[config.mk]
export PLATFORM = sky130hd
export DESIGN_NAME = sar_magnitude_search
export DESIGN_NICKNAME = d
export VERILOG_FILES = /design/src/rtl/sar_magnitude_search.sv
export SDC_FILE = /design/constraint.sdc
export NUM_CORES = 1
export LEC_CHECK = 0
export CAP_MARGIN = 40
export CORE_ASPECT_RATIO = 0.9
export CORE_MARGIN = 8
export CORE_UTILIZATION = 30
export CTS_CLUSTER_DIAMETER = 200
export DETAILED_ROUTE_END_ITERATION = 16
export GPL_TIMING_DRIVEN = 1
export REMOVE_ABC_BUFFERS = 1
export SETUP_SLACK_MARGIN = 0.02
export SYNTH_ARGS = -nofsm -noshare
export SYNTH_HDL_FRONTEND = slang
export SYNTH_SLANG_ARGS = --single-unit
[constraint.sdc]
create_clock -name clk -period 2.9 [get_ports clk]
set_clock_uncertainty 0.05 [all_clocks]
set_input_delay 0.29 -clock clk [delete_from_list [all_inputs] [get_ports clk]]
set_output_delay 0.29 -clock clk [all_outputs]
set_load 0.03 [all_outputs]
[src/rtl/sar_magnitude_search.sv]
// sar_magnitude_search
//
// Binary-search controller that locates an unknown WIDTH-bit value held
// behind an external combinational magnitude comparator. Each clock it
// presents a registered guess, samples the comparator flags against it and
// halves the [lo, hi] window until the comparator reports equality.
//
// Ports
//   clk     in   rising-edge clock
//   rst     in   asynchronous, active-high reset
//   start   in   begin a search (sampled only in IDLE)
//   eq      in   comparator: secret == guess
//   gt      in   comparator: secret >  guess
//   lt      in   comparator: secret <  guess
//   guess   out  operand driven to the comparator (registered)
//   busy    out  high while a search is in progress
//   done    out  one-cycle pulse at the end of a search
//   err     out  one-cycle pulse with done when the search failed
//   found   out  value located by the last successful search
//   probes  out  probes consumed by the last search
//
// state | meaning
// ------+----------------------------------------------------------
// IDLE  | waiting for start; comparator flags are ignored
// PROBE | guess is on the comparator; flags evaluated every edge

module sar_magnitude_search #(
    parameter int WIDTH = 4
) (
    input  logic             clk,
    input  logic             rst,
    input  logic             start,
    input  logic             eq,
    input  logic             gt,
    input  logic             lt,
    output logic [WIDTH-1:0] guess,
    output logic             busy,
    output logic             done,
    output logic             err,
    output logic [WIDTH-1:0] found,
    output logic [WIDTH-1:0] probes
);

    typedef enum logic {
        IDLE  = 1'b0,
        PROBE = 1'b1
    } state_t;

    localparam logic [WIDTH:0]   HI_INIT  = {1'b0, {WIDTH{1'b1}}};
    localparam logic [WIDTH-1:0] ALL_ONES = {WIDTH{1'b1}};
    localparam logic [WIDTH-1:0] MID_INIT = {1'b0, {(WIDTH-1){1'b1}}};

    state_t           state_q, state_d;
    logic [WIDTH:0]   lo_q, lo_d;
    logic [WIDTH:0]   hi_q, hi_d;
    logic [WIDTH-1:0] guess_q, guess_d;
    logic [WIDTH-1:0] found_q, found_d;
    logic [WIDTH-1:0] probes_q, probes_d;
    logic             done_q, done_d;
    logic             err_q, err_d;

    // Window arithmetic is one bit wider than the operand so lo+hi never wraps.
    logic [WIDTH:0] lo_up;
    logic [WIDTH:0] hi_dn;
    logic [WIDTH:0] sum_gt;
    logic [WIDTH:0] sum_lt;
    logic           onehot;
    logic           fail_c;
    logic           exit_c;

    assign lo_up  = {1'b0, guess_q} + {{WIDTH{1'b0}}, 1'b1};
    assign hi_dn  = {1'b0, guess_q} - {{WIDTH{1'b0}}, 1'b1};
    assign sum_gt = lo_up + hi_q;
    assign sum_lt = lo_q + hi_dn;

    always_comb begin
        onehot = 1'b0;
        case ({eq, gt, lt})
            3'b100, 3'b010, 3'b001: onehot = 1'b1;
            default:                onehot = 1'b0;
        endcase
    end

    always_ff @(posedge clk or posedge rst) begin
        if (rst) begin
            state_q  <= IDLE;
            lo_q     <= '0;
            hi_q     <= HI_INIT;
            guess_q  <= '0;
            found_q  <= '0;
            probes_q <= '0;
            done_q   <= 1'b0;
            err_q    <= 1'b0;
        end else begin
            state_q  <= state_d;
            lo_q     <= lo_d;
            hi_q     <= hi_d;
            guess_q  <= guess_d;
            found_q  <= found_d;
            probes_q <= probes_d;
            done_q   <= done_d;
            err_q    <= err_d;
        end
    end

    always_comb begin
        state_d  = state_q;
        lo_d     = lo_q;
        hi_d     = hi_q;
        guess_d  = guess_q;
        found_d  = found_q;
        probes_d = probes_q;
        done_d   = 1'b0;
        err_d    = 1'b0;
        fail_c   = 1'b0;
        exit_c   = 1'b0;

        case (state_q)
            IDLE: begin
                if (start) begin
                    lo_d     = '0;
                    hi_d     = HI_INIT;
                    guess_d  = MID_INIT;
                    probes_d = '0;
                    state_d  = PROBE;
                end
            end
            PROBE: begin
                probes_d = probes_q + 1'b1;
                if (!onehot) begin
                    fail_c = 1'b1;
                end else if (eq) begin
                    found_d = guess_q;
                    exit_c  = 1'b1;
                end else if (gt) begin
                    // A guess at full scale cannot have a larger secret.
                    if (guess_q == ALL_ONES) begin
                        fail_c = 1'b1;
                    end else begin
                        lo_d = lo_up;
                        if (lo_up > hi_q) fail_c = 1'b1;
                        else              guess_d = sum_gt[WIDTH:1];
                    end
                end else begin
                    if (guess_q == '0) begin
                        fail_c = 1'b1;
                    end else begin
                        hi_d = hi_dn;
                        if (lo_q > hi_dn) fail_c = 1'b1;
                        else              guess_d = sum_lt[WIDTH:1];
                    end
                end

                if (fail_c || exit_c) begin
                    state_d = IDLE;
                    guess_d = '0;
                    done_d  = 1'b1;
                    err_d   = fail_c;
                end
            end
            default: begin
                state_d = IDLE;
                guess_d = '0;
            end
        endcase
    end

    assign guess  = guess_q;
    assign busy   = (state_q == PROBE);
    assign done   = done_q;
    assign err    = err_q;
    assign found  = found_q;
    assign probes = probes_q;

endmodule

---- Word-level counts from Yosys, hierarchy flattened ----
Cells that the tools add are included.
storage, ports and cells
  bits in registers ....................... 25
  input port bits ......................... 6
  output and inout port bits .............. 15
operators by class
  add/subtract/negate cells ............... 5
  order comparisons ....................... 2
  equal/unequal tests ..................... 17
  multiplexer cells ....................... 43
  bitwise gates (word level) .............. 1
  reductions and logical operators ........ 7
operator list
  operator                                                                 count
  5-bit two-way mux                                                        10
  4-bit two-way mux                                                        10
  5-bit one-hot mux with 2 select lines                                    2
  1-bit two-way mux                                                        18
  4-bit by 3-bit inequality test with 1-bit output, second input constant  4
  4-bit one-hot mux with 2 select lines                                    2
  2-bit inequality test, second input constant                             7
  5-bit adder                                                              2
  5-bit > comparator                                                       2
  5-bit AND reduction                                                      2
  7-bit AND reduction                                                      1
  3-bit by 2-bit inequality test with 1-bit output, second input constant  2
  4-bit by 1-bit adder with 5-bit output, second input constant            1
  4-bit by 1-bit subtractor with 5-bit output, second input constant       1
  4-bit by 1-bit adder with 4-bit output, second input constant            1
  4-bit == test, second input constant                                     1
  4-bit zero test                                                          1
  3-bit by 1-bit == test with 1-bit output, second input constant          1
  3-bit by 2-bit == test with 1-bit output, second input constant          1
  3-bit == test, second input constant                                     1
  3-bit AND reduction                                                      1
  3-bit OR reduction                                                       1
  1-bit one-hot mux with 2 select lines                                    1
  1-bit logical OR                                                         1
  1-bit NOT                                                                1

---- Longest topological paths before layout ----
Gate-level depths: netlist (run 1).
  depth after elaboration ................. 11
  gate-level depth with buffers ........... 10
  gate-level depth less buffers ........... 10

---- Worst setup path before layout (run 1) ----
OpenSTA, ideal clock, no wires.
  path kind ............................... register to register
  start point ............................. reg guess_q[0] (netlist: guess[0])
  end point ............................... reg guess_q[1] (netlist: guess[1])
  setup time .............................. 140 ps
  arrival ................................. 2589 ps
  data required time ...................... 2710 ps
  path slack .............................. 121 ps
  stages on the path, launching flop included .. 10
  path buffers ............................ 0
  clock period less this slack ............ 2779 ps
  path through ............................ dfrtp_1 -> inv_1 -> ha_1 -> xnor2_1 -> inv_1 -> ha_1 -> a221oi_1 -> a2111oi_4 -> nor4_4 -> o32ai_1
between the ends
  longest elaborated chain between the ends .. 11
  elaborated cells between the ends (all ways) .. 33
  those cells by class .................... 4 x add/sub; 2 x order compare; 7 x eq/ne; 17 x mux; 3 x reduce/logical
RTL lines
  element                                                                                                       RTL line  text
  start, declared                                                                                               56        logic [WIDTH-1:0] guess_q, guess_d;
  start signal, assigned                                                                                        98        guess_q <= guess_d;
  4-bit by 1-bit subtractor with 5-bit output / 4-bit by 1-bit adder with 5-bit output (equally long branches)  72, 71
  5-bit > comparator, on equally long branches                                                                  149, 141
  1-bit two-way mux, on equally long branches                                                                   149, 141
  1-bit two-way mux, on equally long branches                                                                   145, 137
  1-bit two-way mux                                                                                             135       end else if (gt) begin
  1-bit two-way mux                                                                                             132       end else if (eq) begin
  1-bit two-way mux                                                                                             130       if (!onehot) begin
  1-bit two-way mux                                                                                             118       case (state_q)
  1-bit logical OR                                                                                              154       if (fail_c || exit_c) begin
  4-bit by 3-bit inequality test with 1-bit output (no source line) (tied with other cells)                     -
  7-bit AND reduction (no source line) / 4-bit one-hot mux with 2 select lines (equally long branches)          -
Several ways; a longest one is shown, not always the timed one. The select of a mux whose other input is x is not followed.
A chain may end at the register's enable or synchronous reset.

---- Final worst setup path (run 1) ----
  start point ............................. reg guess_q[0] (netlist: guess[0])
  end point ............................... reg guess_q[3] (netlist: guess[3])
The elaborated chain is that of the path after synthesis.

==> results.toml, run 1 <==
[run_status]
outcome = "complete, no violations"

[synth]
syn_area_per_cell_um2 = 10.13
synth-compound-area-share_pct = 14.27
ys_types = 44
syn_area_um2 = 1763
ys_warn_count = 0
synth-seq-area-share_pct = 35.77
synth-simple-area-share_pct = 16.68
async_reset_ff_share_pct = 100.0
yosys-top-cells-area = "dfrtp_1, ha_1, dfstp_2"
synth_largest_area_cell = "dfrtp_1"
synth_common_cells = "dfrtp_1, ha_1, inv_1"
yosys.area.top_type_share_pct = 29.81
synth_top_family_by_area = "adder cells"
synth_fa_ha_area_share_pct = 17.18
synth-xor-area-share_pct = 5.465
synth-seq-cells = 25
synth_edf_count = 0
synthMuxAreaShare_pct = 4.897
syn_inst = 174
synth_ff_type = "dfrtp_1"

[layout]
multiInputGateArea_um2 = 1051
nFillCells = 562
n_antenna_cell = 0
post-route-util_pct = 37.89
fin_nets = 232
area_growth_pct = 22.36
seq_area_um2 = 633.1
drive_above_1_share_pct = 17.82

[timing]
rsz0062_at_grt = "no"
period_share_pct = 93.07
slew_headroom_pct = 68.49
fin_crit_ps = 2699
hold_violations = 0
final-setup-viol-count = 0
tightest_slew_ps = 472.6
slew_violations = 0
timing.fmax_ghz = 0.3705
setup_tns_ps = 0

[setup_path]
worstPathRequired_ps = 3030
endpoint = "guess[3]$_DFFE_PP0P_"
crit_path_start = "guess[0]$_DFFE_PP0P_"
setup.worst_path.end_class = "register"
regToRegStartpoint = "guess[0]$_DFFE_PP0P_"
regToRegEndpoint = "guess[3]$_DFFE_PP0P_"
critPathArrivalTime_ps = 2830
reg2reg_setup_slack_ps = 200
critical_path_class = "register to register"
reg2regPathDepth = 11
start_kind = "register"
cp_max_fo = 7

[floorplan]
core_area_um2 = 5693
start_util_pct = 30.97
rows = 26
dieArea_um2 = 8589
die_x_um = 96.81
io-pin-count = 21
die_h_um = 88.73

[power_and_ir_drop]
powerDensity_nw_per_um2 = 996.1
p_sw_share_pct = 46.39
p_comb_share_pct = 62.3
pwr-share-seq_pct = 27.2
peakVddDrop_uv = 440.8
p_leak_nw = 0.9770
p_int_mw = 1.152
clkPwrFrac_pct = 10.5
report.power.total_mw = 2.149
p_sw_mw = 0.9967

[cts]
cts.path.max_buffers = 2
cts_tree = "built"
cts_buffers = 3
clk_pin_slew_ps = 100
clock-sinks = 25
cts_root_buf = "clkbuf_8"
htree_levels = 1
worst_skew_pair.late_latency_ps = 280
ctsHoldBuffers = 0

[global_routing]
grt_pass1_vias = 1336
gr-total-overflow = 0
grt.total_usage_pct = 9.864
grt_pass1_wl_um = 6872
antenna_found_initial = 0
grt_max_degree = 26

[min_path]
hold_path_class = "primary input to asynchronous set/reset pin"

[drt]
vias = 1334
vias_per_cell = 4.904
drtAntennaViolNets = 0
wl_per_cell_um = 15.49
drt_wl_total_um = 4212
drtIter0Drc = 84
drt_first_pass_iters = 4
drc = 0

[placement]
hpwl_um = 3158
io_buffers = 20
place.gp.congestion = 0.8582

[job]
drv_cap = 0
-- sequential cells by signal, indices dropped and copies added, names as in the netlist --
register / cells
guess: 4
busy: 1
found: 4
err: 1
done: 1
hi_q: 5
probes: 4
lo_q: 5
-- final cells by class --
class / instances / area share [%]
tap: 70 / 4.060
clock buffer: 3 / 1.914
sequential: 25 / 29.35
multi-input combinational: 125 / 48.72
clock inverter: 1 / 0.3480
timing repair buffer: 29 / 12.30
inverter: 19 / 3.306
-- metal layers --
layer	global-route usage, %	part of all wire [%]	vias to the layer above
met5	0	0	-
met2	15.23	43	28
met1	12.96	50	644
met4	4.324	2.4	0
li1	-	-	655
met3	2.108	4.2	7
-- per-stage QoR --
| stage | cell area (µm²) | hold slack, ps | worst slack (ps) | instances |
|---|---|---|---|---|
| after floorplan | 1733 | 264.4 | 96.94 | 169 |
| after global placement | 2073 | 419.3 | 77.74 | 266 |
| after detailed placement | 2073 | 423.6 | 27.23 | 266 |
| after CTS | 2128 | 313.3 | 123.5 | 270 |
| after global routing | 2157 | 367.8 | 30.74 | 272 |
| final | 2157 | 300.6 | 201.0 | 272 |
-- worst min path at each step --
stage	cells after the start	end	slack, ps	from
floorplan	1	busy$_DFF_PP0_	260	rst
global placement	1	probes[3]$_DFFE_PP0N_	420	probes[3]$_DFFE_PP0N_
detailed placement	1	probes[3]$_DFFE_PP0N_	420	probes[3]$_DFFE_PP0N_
CTS	3	lo_q[3]$_DFFE_PP0P_	310	rst
global route	3	lo_q[4]$_DFFE_PP0P_	370	rst
finish	3	probes[1]$_DFFE_PP0N_	300	rst
-- critical path, cell delays in order (launching register included) --
cell and delay, ps:
dfrtp_2 470, inv_1 90, ha_1 220, nor3b_4 230, inv_1 90, ha_1 300
nand2b_1 160, a221oi_2 70, a2111oi_4 390, nor4_4 80, buf_4 180, o31ai_1 260
-- timing repair --
| action | in CTS | in global routing |
|---|---|---|
| endpoints found under the hold margin | 0 | 0 |
| pin swaps | 0 | 1 |
| buffers inserted | 0 | 2 |
| resized for setup | 1 | 4 |
| endpoints found under the setup margin | 3 | 7 |
-- power groups by stage --
stage	combinational, mW	sequential (mW)	clock [mW]
floorplan	0.769	0.692	0
global placement	1.29	0.586	0
detailed placement	1.27	0.590	0
CTS	1.30	0.584	0.233
global route	1.47	0.604	0.244
finish	1.34	0.585	0.226
-- placed cells by master (no fill, tap or decap), drive strengths merged, types with 2 or more instances in the layout --
cell type / synthesis / routed
nor3b: 2 / 2
a21o: 2 / 2
o32ai: 3 / 3
nand3b: 2 / 2
nand2: 7 / 7
a21oi: 6 / 6
o21ai: 11 / 11
nor2b: 2 / 2
nand3: 5 / 5
xor2: 6 / 6
buf: 3 / 8
nor2: 14 / 14
xnor2: 5 / 5
dfstp: 4 / 4
fa: 2 / 2
nand4: 2 / 2
nor4: 2 / 2
ha: 21 / 21
inv: 19 / 19
nand2b: 6 / 6
nor3: 3 / 3
dfrtp: 21 / 21
clkbuf: 2 / 4
mux2i: 3 / 3
and3: 2 / 2
a31oi: 4 / 4
mux2: 5 / 5
clkdlybuf4s50: 0 / 20
-- kinds of logic (layout without fill, tap and decap cells) --
kind of cell / Yosys count / in the layout
simple gates: 49 / 49
compound gates: 34 / 34
flops: 25 / 25
buf+inv: 24 / 52
fa+ha+maj: 23 / 23
xor+xnor: 11 / 11
mux: 8 / 8
No activity file was read; power rests on OpenSTA's default activity.
==> run 2: changes to the inputs <==
Settings changed: MAX_ROUTING_LAYER set to met4.
==> results.toml, run 2 (synthesis gave the netlist of run 1 again) <==
[run_status]
outcome = "complete, no violations"

[power_and_ir_drop]
p_leak_nw = 0.9770
peakVddDrop_uv = 440.9
powerDensity_nw_per_um2 = 995.8

[timing]
slew_headroom_pct = 68.95
tightest_slew_ps = 465.7
final-setup-viol-count = 0
fin_crit_ps = 2701
timing.fmax_ghz = 0.3702
period_share_pct = 93.14
hold_ws_ps = 304.4
hold_violations = 0
setup_tns_ps = 0
rsz0062_at_grt = "no"
slew_violations = 0

[floorplan]
die_h_um = 88.73
start_util_pct = 30.97
io-pin-count = 21
rows = 26
core_area_um2 = 5693
dieArea_um2 = 8589
die_x_um = 96.81

[setup_path]
setup.worst_path.end_class = "register"
critical_path_class = "register to register"
cp_max_fo = 7
start_kind = "register"
critPathArrivalTime_ps = 2830
slowest_delay_ps = 470
cp_slowest_cell = "dfrtp_2"
crit_path_cell_trace = "inv_1 -> ha_1 -> nor3b_4 -> inv_1 -> ha_1 -> nand2b_1 -> a221oi_2 -> a2111oi_4 -> nor4_4 -> buf_4 -> o31ai_1"
worstPathRequired_ps = 3030

[job]
drv_cap = 0

[placement]
hpwl_um = 3158
io_buffers = 20
place.gp.congestion = 0.8719

[drt]
drt_first_pass_iters = 4
drt_wl_total_um = 4188
drtAntennaViolNets = 0
drtIter0Drc = 64
wl_per_cell_um = 15.40
vias_per_cell = 4.868
vias = 1324
drc = 0

[cts]
cts.path.max_buffers = 2
htree_levels = 1
clock-sinks = 25
cts_root_buf = "clkbuf_8"
cts_buffers = 3
clk_pin_slew_ps = 100
ctsHoldBuffers = 0
cts_tree = "built"
worst_skew_pair.late_latency_ps = 280

[layout]
n_antenna_cell = 0
fin_nets = 232
area_growth_pct = 22.36
final_common_cell = "ha_1"
drive_above_1_share_pct = 17.82
reg_top3 = "hi_q: 5 flops, lo_q: 5 flops"
final_cell_mix = "ha_1, clkdlybuf4s50_1, inv_1, dfrtp_1, nor2_1"

[global_routing]
grt_pass1_wl_um = 6837
grt_pass1_vias = 1344
gr-total-overflow = 0
grt_max_degree = 26
grt.total_usage_pct = 10.10
antenna_found_initial = 0

[min_path]
hold_path_class = "primary input to asynchronous set/reset pin"
==> run 2: metrics by stage <==
step | power [mW] | std cells | util (%) | setup slack (ps) | cell area (µm²)
2_1_floorplan | 1.461 | 169 | - | 96.94 | 1733
3_3_place_gp | 1.872 | 266 | 36.42 | 77.74 | 2073
3_5_place_dp | 1.864 | 266 | 36.42 | 27.23 | 2073
4_1_cts | 2.120 | 270 | 37.38 | 123.5 | 2128
5_1_grt | 2.315 | 272 | 37.89 | 30.74 | 2157
6_report | 2.148 | 272 | 37.89 | 199.0 | 2157
==> run 2: where the power goes <==
part	switching (mW)	internal, mW	leakage (nW)
clock	0.127	0.0978	0.0217
combinational	0.748	0.590	0.644
sequential	0.121	0.464	0.312
total	0.996	1.15	0.977
==> run 2: layout make-up <==
| type | count | area (µm²) |
|---|---|---|
| tap | 70 | 87.58 |
| clock inverter | 1 | 7.507 |
| inverter | 19 | 71.32 |
| timing repair buffer | 29 | 265.3 |
| clock buffer | 3 | 41.29 |
| multi-input combinational | 125 | 1051 |
| sequential | 25 | 633.1 |
| fill | 562 | 3536 |
==> run 2: final timing paths <==
check / end / depth (start not counted) / slack (ps) / from
min in group clk: probes[3]$_DFFE_PP0N_ / 1 / 430 / probes[3]$_DFFE_PP0N_
worst max-delay path: guess[3]$_DFFE_PP0P_ / 11 / 200 / guess[0]$_DFFE_PP0P_
max in group asynchronous: hi_q[1]$_DFFE_PP1P_ / 3 / 2200 / rst
worst min-delay path: probes[1]$_DFFE_PP0N_ / 3 / 300 / rst
worst min register to register: probes[3]$_DFFE_PP0N_ / 1 / 430 / probes[3]$_DFFE_PP0N_
worst max register to register: guess[3]$_DFFE_PP0P_ / 11 / 200 / guess[0]$_DFFE_PP0P_
==> run 2: what timing repair did <==
action                                  4_1_cts  5_1_grt
resized for setup                             1        4
pin swaps                                     0        1
endpoints found under the setup margin        3        7
setup buffers                                 0        2
==> run 2: per-layer routing <==
layer  global-route usage [%]  vias up  share of wire, %
met4                    4.324        0               2.3
li1                         -      656                 -
met3                    1.795        7               3.2
met2                    15.17       24                43
met1                    13.05      637                52
met5                        -        -                 0
==> run 2: critical path: cells and delay by family (launching register included) <==
family	cells	cell delay [ps]
compound gates	3	720
flops	1	470
buf+inv	3	360
fa+ha+maj	2	520
simple gates	3	470
==> run 3: changes to the inputs <==
Settings changed: CORE_UTILIZATION 30 to 50, PLACE_DENSITY set to 0.73.
==> results.toml, run 3 (synthesis gave the netlist of run 1 again) <==
[global_routing]
grt_pass1_vias = 1414
grt_max_degree = 16
grt_pass1_wl_um = 6686
grt.total_usage_pct = 15.09
gr-total-overflow = 0
antenna_found_initial = 0

[cts]
cts.path.max_buffers = 2
worst_skew_pair.late_latency_ps = 280
clock-sinks = 25
htree_levels = 1
cts_root_buf = "clkbuf_8"
clk_pin_slew_ps = 90
cts_tree = "built"
cts_buffers = 3

[drt]
vias = 1334
vias_per_cell = 5.467
drt_wl_total_um = 3965
drc = 0
drt_first_pass_iters = 4
drtIter0Drc = 55
drtAntennaViolNets = 0
wl_per_cell_um = 16.25

[setup_path]
endpoint = "guess[2]$_DFFE_PP0P_"
path_buf_inv = 2
regToRegStartpoint = "guess[1]$_DFFE_PP0P_"
path_delay_family = "compound AO/OA/AOI/OAI gates"
crit_path_start = "guess[1]$_DFFE_PP0P_"
reg2regPathDepth = 10
crit_path_cell_trace = "nor3_2 -> xnor2_1 -> inv_1 -> ha_1 -> nand2b_1 -> a221oi_2 -> a2111oi_4 -> nor4_4 -> buf_4 -> o32ai_1"
critical_path_class = "register to register"
critPathArrivalTime_ps = 2850
worstPathRequired_ps = 3030
reg2reg_setup_slack_ps = 190
cp_slowest_cell = "dfrtp_1"
regToRegEndpoint = "guess[2]$_DFFE_PP0P_"
slowest_delay_ps = 520
cp_max_fo = 7
worst-path-stages = 10
setup.worst_path.end_class = "register"
start_kind = "register"

[floorplan]
dieArea_um2 = 5684
die_h_um = 72.33
start_util_pct = 52.19
die_x_um = 78.59
rows = 20
io-pin-count = 21
core_area_um2 = 3378

[placement]
hpwl_um = 3085
place.gp.congestion = 0.8534
io_buffers = 20
dp.cells = 239

[layout]
reg_top3 = "hi_q: 5 flops, lo_q: 5 flops"
fin_nets = 230
final_cell_mix = "ha_1, dfrtp_1, clkdlybuf4s50_1"
drive_above_1_share_pct = 17.50
final_cells = 244
post-route-util_pct = 62.78
n_antenna_cell = 0
area_growth_pct = 20.30
nFillCells = 278

[run_status]
outcome = "complete, no violations"

[power_and_ir_drop]
peakVddDrop_uv = 543.3
p_leak_nw = 0.9696
powerDensity_nw_per_um2 = 1005

[job]
drv_cap = 0

[timing]
fin_crit_ps = 2712
period_share_pct = 93.52
slew_headroom_pct = 62.32
final-setup-viol-count = 0
timing.fmax_ghz = 0.3687
rsz0062_at_grt = "no"
hold_ws_ps = 303.1
slew_violations = 0
setup_tns_ps = 0
tightest_slew_ps = 564.6
hold_violations = 0

[min_path]
hold_path_class = "primary input to asynchronous set/reset pin"
-- run 3: changes by cell type in the layout (fill, tap and decap cells not counted), sizes merged --
cell	previous run	this run
buf	8	7
clkbuf	4	3
-- run 3: repair_timing --
action,CTS,global route
buffers inserted,0,1
gates resized for setup,0,6
setup endpoints to repair,0,7
hold buffers,0,0
-- run 3: power breakdown --
part	leakage, nW	switching, mW	internal (mW)
clock network	0.0217	0.123	0.0977
registers	0.313	0.109	0.464
logic	0.635	0.753	0.584
total	0.970	0.986	1.15
-- run 3: worst min path at each step --
stage	from	to
3_5_place_dp	probes[3]$_DFFE_PP0N_	probes[3]$_DFFE_PP0N_
3_3_place_gp	probes[3]$_DFFE_PP0N_	probes[3]$_DFFE_PP0N_
4_1_cts	rst	found[1]$_DFFE_PP0P_
2_1_floorplan	rst	busy$_DFF_PP0_
5_1_grt	rst	found[3]$_DFFE_PP0P_
6_report	rst	found[1]$_DFFE_PP0P_
-- run 3: area by class of cell --
type,count,area (µm²),area share (%)
Clock inverter,1,7.507,0.3540
Tap cell,44,55.05,2.596
Sequential cell,25,631.9,29.79
Timing Repair Buffer,27,260.3,12.27
Inverter,19,71.32,3.363
Clock buffer,3,41.29,1.947
Multi-Input combinational cell,125,1054,49.68
-- run 3: worst register-to-register path: stages (launching register included) --
cell	delay [ps]
dfrtp_1	520
nor3_2	90
xnor2_1	370
inv_1	90
ha_1	340
nand2b_1	210
a221oi_2	70
a2111oi_4	380
nor4_4	80
buf_4	170
o32ai_1	250
-- run 3: per-layer routing --
layer,wire length (µm),share of wire [%],vias up,track usage (%)
li1,-,-,652,-
met1,1777,45,644,18.26
met4,70,1.8,0,6.366
met2,1943,49,31,24.72
met5,0,0,-,-
met3,174,4.4,7,2.099
-- run 3: through the flow --
| step | total power [mW] | area (µm²) | setup WS (ps) |
|---|---|---|---|
| finish | 2.131 | 2121 | 187.9 |
| global route | 2.286 | 2121 | 15.61 |
| CTS | 2.086 | 2090 | 68.76 |
| detailed placement | 1.852 | 2041 | 86.88 |
| global placement | 1.816 | 2026 | 217.9 |
| floorplan | 1.461 | 1733 | 96.94 |
